--- src/rtl/fpu_sched_pkg.sv ---
// fpu_sched_pkg: shared types and constants for the FPU job scheduler.
//   sched_state_e - controller states (IDLE, ISSUE, WAIT, RESP)
//   FPU_OP_*      - opcode values carried in the CMD register low bits
//   DATA_W_DEF / OP_W_DEF - default operand and opcode widths
package fpu_sched_pkg;

  localparam int DATA_W_DEF = 32;
  localparam int OP_W_DEF   = 4;

  localparam logic [OP_W_DEF-1:0] FPU_OP_ADD = 4'd1;
  localparam logic [OP_W_DEF-1:0] FPU_OP_SUB = 4'd2;
  localparam logic [OP_W_DEF-1:0] FPU_OP_MUL = 4'd3;

  typedef enum logic [1:0] {
    IDLE  = 2'd0,
    ISSUE = 2'd1,
    WAIT  = 2'd2,
    RESP  = 2'd3
  } sched_state_e;

endpackage

--- src/rtl/rr_arbiter2.sv ---
// rr_arbiter2: two-input round-robin grant.
//   req   [1:0] - request vector
//   last        - index of the requester served most recently
//   grant [1:0] - one-hot grant (zero when nothing is requested)
// A lone requester always wins; on contention the one that was not served
// last wins.
module rr_arbiter2 (
  input  logic [1:0] req,
  input  logic       last,
  output logic [1:0] grant
);

  always_comb begin
    grant = req;
    if (req == 2'b11) begin
      grant = last ? 2'b01 : 2'b10;
    end
  end

endmodule

--- src/rtl/fpu_job_scheduler.sv ---
// fpu_job_scheduler: shares one variable-latency FPU between two requesters
// (port 0 host bridge, port 1 on-chip sequencer), one job in flight at a time.
//   clk, reset (sync, active-low)
//   req_valid/req_ready/req_op/req_a/req_b - per-requester job request channel
//   rsp_valid/rsp_ready/rsp_data/rsp_err   - per-requester result channel
//   fpu_start/fpu_op/fpu_a/fpu_b           - job issue to the FPU datapath
//   fpu_done/fpu_result                    - FPU completion
//   busy, grant_id                         - status
// Build option FPU_TIMEOUT_EN: abort a job that sits in WAIT for TIMEOUT
// cycles, returning rsp_err=1 and rsp_data=0. Without it WAIT is unbounded.
//
// state | meaning
// IDLE  | arbitrate, accept one job
// ISSUE | one-cycle fpu_start pulse
// WAIT  | waiting for fpu_done (or timeout)
// RESP  | result held for the granted requester until accepted
module fpu_job_scheduler
  import fpu_sched_pkg::*;
#(
  parameter int DATA_W  = DATA_W_DEF,
  parameter int OP_W    = OP_W_DEF,
  parameter int TIMEOUT = 64
) (
  input  logic                clk,
  input  logic                reset,
  input  logic [1:0]          req_valid,
  output logic [1:0]          req_ready,
  input  logic [2*OP_W-1:0]   req_op,
  input  logic [2*DATA_W-1:0] req_a,
  input  logic [2*DATA_W-1:0] req_b,
  output logic [1:0]          rsp_valid,
  input  logic [1:0]          rsp_ready,
  output logic [DATA_W-1:0]   rsp_data,
  output logic                rsp_err,
  output logic                fpu_start,
  output logic [OP_W-1:0]     fpu_op,
  output logic [DATA_W-1:0]   fpu_a,
  output logic [DATA_W-1:0]   fpu_b,
  input  logic                fpu_done,
  input  logic [DATA_W-1:0]   fpu_result,
  output logic                busy,
  output logic                grant_id
);

  // The wait counter is 8 bits wide, so the abort point must fit in it.
  if (TIMEOUT < 1 || TIMEOUT > 256) begin : g_timeout_range
    $error("TIMEOUT must be within 1..256");
  end

  sched_state_e        state_q, state_d;
  logic                last_grant_q;
  logic                grant_id_q;
  logic [OP_W-1:0]     op_q;
  logic [DATA_W-1:0]   a_q, b_q;
  logic [DATA_W-1:0]   rsp_data_q;
  logic [1:0]          grant;
  logic                winner;
  logic                accept;
  logic                expire;

  rr_arbiter2 u_arb (
    .req   (req_valid),
    .last  (last_grant_q),
    .grant (grant)
  );

  assign winner = grant[1];
  assign accept = (state_q == IDLE) && (grant != 2'b00);

`ifdef FPU_TIMEOUT_EN
  localparam logic [7:0] TO_LAST = 8'(TIMEOUT - 1);

  logic [7:0] wait_cnt;
  logic       rsp_err_q;

  // Held at zero outside WAIT, so it starts from zero on every WAIT entry.
  always_ff @(posedge clk) begin
    if (!reset) begin
      wait_cnt <= '0;
    end else if (state_q != WAIT) begin
      wait_cnt <= '0;
    end else begin
      wait_cnt <= wait_cnt + 8'd1;
    end
  end

  assign expire = (state_q == WAIT) && (wait_cnt == TO_LAST);

  // A done arriving on the expiry cycle takes priority over the abort.
  always_ff @(posedge clk) begin
    if (!reset) begin
      rsp_err_q <= 1'b0;
    end else if (state_q == WAIT) begin
      if (fpu_done) begin
        rsp_err_q <= 1'b0;
      end else if (expire) begin
        rsp_err_q <= 1'b1;
      end
    end
  end

  assign rsp_err = rsp_err_q;
`else
  assign expire  = 1'b0;
  assign rsp_err = 1'b0;
`endif

  always_ff @(posedge clk) begin
    if (!reset) begin
      state_q <= IDLE;
    end else begin
      state_q <= state_d;
    end
  end

  always_comb begin
    state_d   = state_q;
    req_ready = 2'b00;
    rsp_valid = 2'b00;
    fpu_start = 1'b0;
    case (state_q)
      IDLE: begin
        req_ready = grant;
        if (accept) begin
          state_d = ISSUE;
        end
      end
      ISSUE: begin
        fpu_start = 1'b1;
        state_d   = WAIT;
      end
      WAIT: begin
        if (fpu_done || expire) begin
          state_d = RESP;
        end
      end
      RESP: begin
        rsp_valid = grant_id_q ? 2'b10 : 2'b01;
        if (rsp_ready[grant_id_q]) begin
          state_d = IDLE;
        end
      end
      default: state_d = IDLE;
    endcase
  end

  always_ff @(posedge clk) begin
    if (!reset) begin
      last_grant_q <= 1'b1;
      grant_id_q   <= 1'b0;
      op_q         <= '0;
      a_q          <= '0;
      b_q          <= '0;
      rsp_data_q   <= '0;
    end else begin
      if (accept) begin
        grant_id_q <= winner;
        op_q       <= winner ? req_op[2*OP_W-1:OP_W]     : req_op[OP_W-1:0];
        a_q        <= winner ? req_a[2*DATA_W-1:DATA_W]  : req_a[DATA_W-1:0];
        b_q        <= winner ? req_b[2*DATA_W-1:DATA_W]  : req_b[DATA_W-1:0];
      end
      if (state_q == WAIT) begin
        if (fpu_done) begin
          rsp_data_q <= fpu_result;
        end else if (expire) begin
          rsp_data_q <= '0;
        end
      end
      // Fairness pointer only moves once the result is actually delivered.
      if (state_q == RESP && rsp_ready[grant_id_q]) begin
        last_grant_q <= grant_id_q;
      end
    end
  end

  assign busy     = (state_q != IDLE);
  assign grant_id = grant_id_q;
  assign fpu_op   = op_q;
  assign fpu_a    = a_q;
  assign fpu_b    = b_q;
  assign rsp_data = rsp_data_q;

endmodule

--- config.mk ---
export PLATFORM = sky130hd
export DESIGN_NAME = fpu_job_scheduler
export DESIGN_NICKNAME = d
export VERILOG_FILES = /design/src/rtl/fpu_sched_pkg.sv /design/src/rtl/rr_arbiter2.sv /design/src/rtl/fpu_job_scheduler.sv
export SDC_FILE = /design/constraint.sdc
export NUM_CORES = 1
export LEC_CHECK = 0
export BUFFER_PORTS_ARGS = -buffer_cell sky130_fd_sc_hd__buf_2
export CAP_MARGIN = 20
export CORE_MARGIN = 5
export CORE_UTILIZATION = 42
export DETAILED_ROUTE_END_ITERATION = 8
export GPL_TIMING_DRIVEN = 0
export PLACE_DENSITY = 0.79
export SYNTH_ARGS = -nofsm -noshare
export SYNTH_HDL_FRONTEND = slang
export SYNTH_SLANG_ARGS = --single-unit
--- constraint.sdc ---
create_clock -name clk -period 2.4 [get_ports clk]
set_clock_uncertainty 0.2 [all_clocks]
set_input_delay 0.48 -clock clk [delete_from_list [all_inputs] [get_ports clk]]
set_output_delay 0.48 -clock clk [all_outputs]
set_load 0.01 [all_outputs]
* Yosys cells after proc, flatten, opt, wreduce, memory -nomap -nowiden
Cells that the tools add are included.
** Word-level totals
- Input bits :: 175
- Output and inout bits :: 108
- Register bits :: 104
- Word-level logic and storage cells :: 37
** Cells by class
- Muxes and demuxes :: 15
- Reduce and logical (&&, ||, !) cells :: 7
- Order comparisons :: 1
- Equal/unequal tests :: 7
** Operators by type and width (number)
- $mux W32 :: 2
- $mux W2 :: 8
- $pmux W2 S4 :: 1
- $eq A2 B2 Y1 const B :: 3
- $ne A2 B2 Y1 const B :: 3
- $mux W4 :: 1
- $reduce_bool A2 Y1 :: 2
- $mux W1 :: 3
- $reduce_and A3 Y1 :: 1
- $eq A2 B1 Y1 const B :: 1
- $logic_and A1 B1 Y1 :: 2
- $logic_not A2 Y1 :: 1
- $lt A1 B2 Y1 const B :: 1
- $reduce_and A2 Y1 :: 1

* Logic depth before layout (Yosys ltp)
- Word-level depth :: 6
- Depth in mapped cells :: 7

* By module
A second synthesis with hierarchy kept.
** Second synthesis, totals
- Cells, all modules :: 481
- Area total of the unflattened synthesis :: 4629.4 um^2
** By module, submodules not included
- fpu_job_scheduler :: instances 1, area an instance 4610.7 um^2, cells each 478, sequential area each 2082.0 um^2
- rr_arbiter2 :: instances 1, area an instance 18.8 um^2, cells each 3, sequential area each 0.0 um^2

* Least setup slack after synthesis
Ideal clock, no wire load.
- Path kind :: in2out
- From :: input req_valid[1]
- To :: output req_ready[1]
- Slack :: 0.633 ns
- Required time :: 1.720 ns
- Data arrival time :: 1.087 ns
- Cell stages on the path :: 4
- Cells stage by stage :: a21boi_2 -> buf_4 -> buf_8 -> and2_1
** On the way
- Longest elaborated chain between the ends :: 3
** RTL lines
- from (decl) :: line fpu_job_scheduler.sv:26 : input logic [1:0] req_valid,
- $eq A2 B2 Y1 :: line rr_arbiter2.sv:15 : if (req == 2'b11) begin
- $mux W2 * :: line rr_arbiter2.sv:15
- $mux W2 * :: line fpu_job_scheduler.sv:121 : case (state_q)
- to (decl) :: line fpu_job_scheduler.sv:27 : output logic [1:0] req_ready,
Every way passes the cells marked *; elsewhere a longest branch is shown, timed or not.

* Final worst setup path
- From :: register last_grant_q
- To :: output req_ready[1]
** On the way
- Longest elaborated chain between the ends :: 3
** RTL lines
- from (decl) :: line fpu_job_scheduler.sv:51 : logic last_grant_q;
- from (signal assigned) :: line fpu_job_scheduler.sv:171 : last_grant_q <= grant_id_q;
- $mux W2 :: line rr_arbiter2.sv:16 : grant = last ? 2'b01 : 2'b10;
- $mux W2 :: line rr_arbiter2.sv:15
- $mux W2 :: line fpu_job_scheduler.sv:121
Every way passes these cells.

==> impl_metrics.env <==
export IMPL_status="completed"
export IMPL_dieWidth_microns=112
export IMPL_io_pins=283
export IMPL_overflow=0
export IMPL_finalCriticalPeriod_ns=2.19
export IMPL_clkLatencyLatePin_ns=0.35
export IMPL_period_share_pct=91.3
export IMPL_cap_violations=0
export IMPL_path_cells="a21boi_2 -> buf_4 -> buf_8 -> and2_1 -> buf_2"
export IMPL_cts_root_buf="clkbuf_8"
export IMPL_p_switching_mw=2.20
export IMPL_cts_resized=0
export IMPL_clock_sinks=104
export IMPL_final_layout_size_suffix_gt1_share_pct=39.8
export IMPL_p_int_mw=3.66
export IMPL_io_buffers=280
export IMPL_tns_ns=0
export IMPL_nFillCells=910
export IMPL_ctsLongestPathBuffers=2
export IMPL_async_flop_share_pct=0
export IMPL_multi_input_area_sq_um=2060
export IMPL_end_kind="output port"
export IMPL_synth_edf_count=0
export IMPL_ff2ff_setup_slack_ns=0.23
export IMPL_max_slew_margin_pct=58.7
export IMPL_drtPass1Iterations=4
export IMPL_hold_buffers=0
export IMPL_synthToLayoutAreaGrowth_pct=40.5
export IMPL_cts_buffers=9
export IMPL_worstHoldEndpoint="rsp_data[27]"
export IMPL_critical_path_class="flop to output port"
export IMPL_syn_inst=481
export IMPL_fp_row_count=37
export IMPL_avgRoutedWirePerCell_microns=16.0
export IMPL_place_detailed_hpwl_microns=11600
export IMPL_path_clk_slew_ns=0.09
export IMPL_rr_startpoint="state_q[1]"
export IMPL_track_usage_pct=22.3
export IMPL_slowest_delay_ns=0.36
export IMPL_netlist_area_sq_um=4370
export IMPL_fmax_ghz=0.456
export IMPL_layout_nets=952
export IMPL_vias=4522
export IMPL_die_y_microns=112
export IMPL_drt_iter0_drc=204
export IMPL_finalSetupViolCount=0
export IMPL_switching_share_pct=37.5
export IMPL_die_area_sq_um=12600
export IMPL_antenna_found_initial=0
export IMPL_report_final_slew_viol_count=0
export IMPL_ff2ff_path_depth=7
export IMPL_slowest_stage="dfxtp_1"
export IMPL_hp_class="input port to flop"
export IMPL_yosys_warnings=0
export IMPL_postRouteAntennaNets=0
export IMPL_worst_pin_slew_ns=0.619
export IMPL_initial_core_util_pct=42.7
export IMPL_via_per_inst=4.95
export IMPL_drcViolationCount=0
export IMPL_hold_path_startpoint="fpu_result[27]"
export IMPL_regArea_sq_um=2080
export IMPL_p_leak_nw=2.97
export IMPL_first_global_vias=4721
export IMPL_synth_cell_types=20
export IMPL_wl_microns=14600
export IMPL_worstReg2RegEnd="fpu_a[10]"
export IMPL_hold_path_depth=3
export IMPL_grt_pass1_wl_microns=22800
export IMPL_h_tree_depth=3
export IMPL_clkPwrFrac_pct=18.8
export IMPL_grt_start_max_net_pins=17
export IMPL_ys_seq_area_share_pct=47.6
export IMPL_p_per_area_nw_per_um2=954
export IMPL_whs_ns=0.168
export IMPL_ys_ff_latch=104
export IMPL_post_dp_cell_area_sq_um=5940
export IMPL_rsz0062_at_grt="false"
export IMPL_peakVddDrop_mv=0.537
export IMPL_cp_required_ns=1.72
export IMPL_post_cts_setup_buffers=0
export IMPL_gp_congestion=0.918
export IMPL_fin_area_sq_um=6140
export IMPL_combPwrFrac_pct=38.2
export IMPL_synth_flop_cell="dfxtp_1"
export IMPL_arrival_ns=1.51
export IMPL_syn_num_nets=661
export IMPL_diodes=0
export IMPL_tritoncts="built"
export IMPL_hold_viol=0
export IMPL_critical_path_max_fanout=10
export IMPL_coreArea_sq_um=10200
export IMPL_seq_power_share_pct=43.1
export IMPL_synth_area_per_cell_sq_um=9.09
export IMPL_start_kind="flop"
[sequential cells by signal, indices dropped and copies added (netlist names)]
signal,count
fpu_op,4
fpu_b,32
fpu_a,32
grant_id,1
rsp_data,32
last_grant_q,1
state_q,2
[worst max-delay path by stage]
stage	cells after the start	from	slack, ns	end
6_report	5	last_grant_q	0.21	req_ready[1]
5_1_grt	5	last_grant_q	0.09	req_ready[1]
4_1_cts	5	last_grant_q	0.16	req_ready[1]
3_5_place_dp	7	state_q[1]	0.24	fpu_a[10]
3_3_place_gp	6	req_valid[1]	0.30	req_ready[1]
2_1_floorplan	4	req_valid[1]	0.63	req_ready[1]
[cells in the mapped netlist (3+ instances only)]
master / number / area share (%)
a21oi_1: 71 / 8.1
o21ai_0: 68 / 7.8
and2_1: 3 / 0.43
clkbuf_1: 28 / 2.4
nand2_1: 70 / 6.0
ha_1: 5 / 1.4
inv_1: 5 / 0.43
mux2i_1: 71 / 16
a21boi_0: 32 / 5.5
buf_2: 4 / 0.46
buf_4: 8 / 1.4
dfxtp_1: 104 / 48
[power by group through the flow]
stage / Sequential [mW] / Clock, mW / Combinational, mW
6_report: 2.52 / 1.10 / 2.24
5_1_grt: 2.59 / 1.20 / 2.46
4_1_cts: 2.51 / 1.13 / 2.26
3_5_place_dp: 2.54 / 0 / 2.26
3_3_place_gp: 2.52 / 0 / 2.20
2_1_floorplan: 2.76 / 0 / 0.983
[logic make-up (layout without fill, tap and decap cells)]
family,count (synthesis),after routing,synth area share [%]
AOI/OAI and AO/OA,177,177,22.5
DFF,104,104,47.6
and+or+nand+nor,76,76,6.81
muxes,71,71,16.3
buffers and inverters,47,343,5.35
adders and majority gates,5,5,1.43
other,1,1,0.0858
[through the flow]
step | cells | setup slack [ns] | utilization (%) | power (mW)
final | 913 | 0.209 | 60.0 | 5.86
after global placement | 897 | 0.300 | 58.1 | 4.72
after floorplan | 481 | 0.633 | - | 3.75
after CTS | 913 | 0.156 | 60.0 | 5.91
after detailed placement | 897 | 0.241 | 58.1 | 4.79
after global routing | 913 | 0.0901 | 60.0 | 6.25
[layer usage]
layer / global-route usage [%] / share of wire (%)
met3: 6.31 / 8.4
met4: 8.57 / 1.8
met2: 39.8 / 50
met1: 25.3 / 40
met5: 0 / 0
[critical path: cells and delay by family (launching register included)]
kind / cells / cell delay, ns
buffers and inverters: 3 / 0.50
AO/OA/AOI/OAI: 1 / 0.13
flip-flops: 1 / 0.36
AND/OR/NAND/NOR: 1 / 0.16
[layout make-up]
class	instances	share of cell area, %
clock inverter	4	0.876
timing repair buffer	280	22.8
tap	136	2.77
buffer	42	3.50
sequential	104	33.9
multi-input combinational	330	33.5
clock buffer	12	2.36
inverter	5	0.305
[cells in the final DEF (no fill, tap or decap)]
| cell | instances |
|---|---|
| a21boi_2 | 1 |
| a21boi_0 | 32 |
| nand2_1 | 70 |
| nor2_1 | 1 |
| buf_2 | 284 |
| buf_8 | 2 |
| clkbuf_1 | 30 |
| clkinv_4 | 1 |
| clkinvlp_4 | 2 |
| and2_1 | 3 |
| nor2b_1 | 2 |
| o21ai_1 | 2 |
| o21a_1 | 2 |
| a222oi_1 | 1 |
| bufinv_16 | 1 |
| clkbuf_8 | 10 |
| o21ai_0 | 68 |
| ha_1 | 5 |
| a21oi_1 | 71 |
| conb_1 | 1 |
| dfxtp_1 | 104 |
| mux2i_1 | 71 |
| inv_1 | 5 |
| buf_4 | 8 |
(Power assumes the default switching activity.)
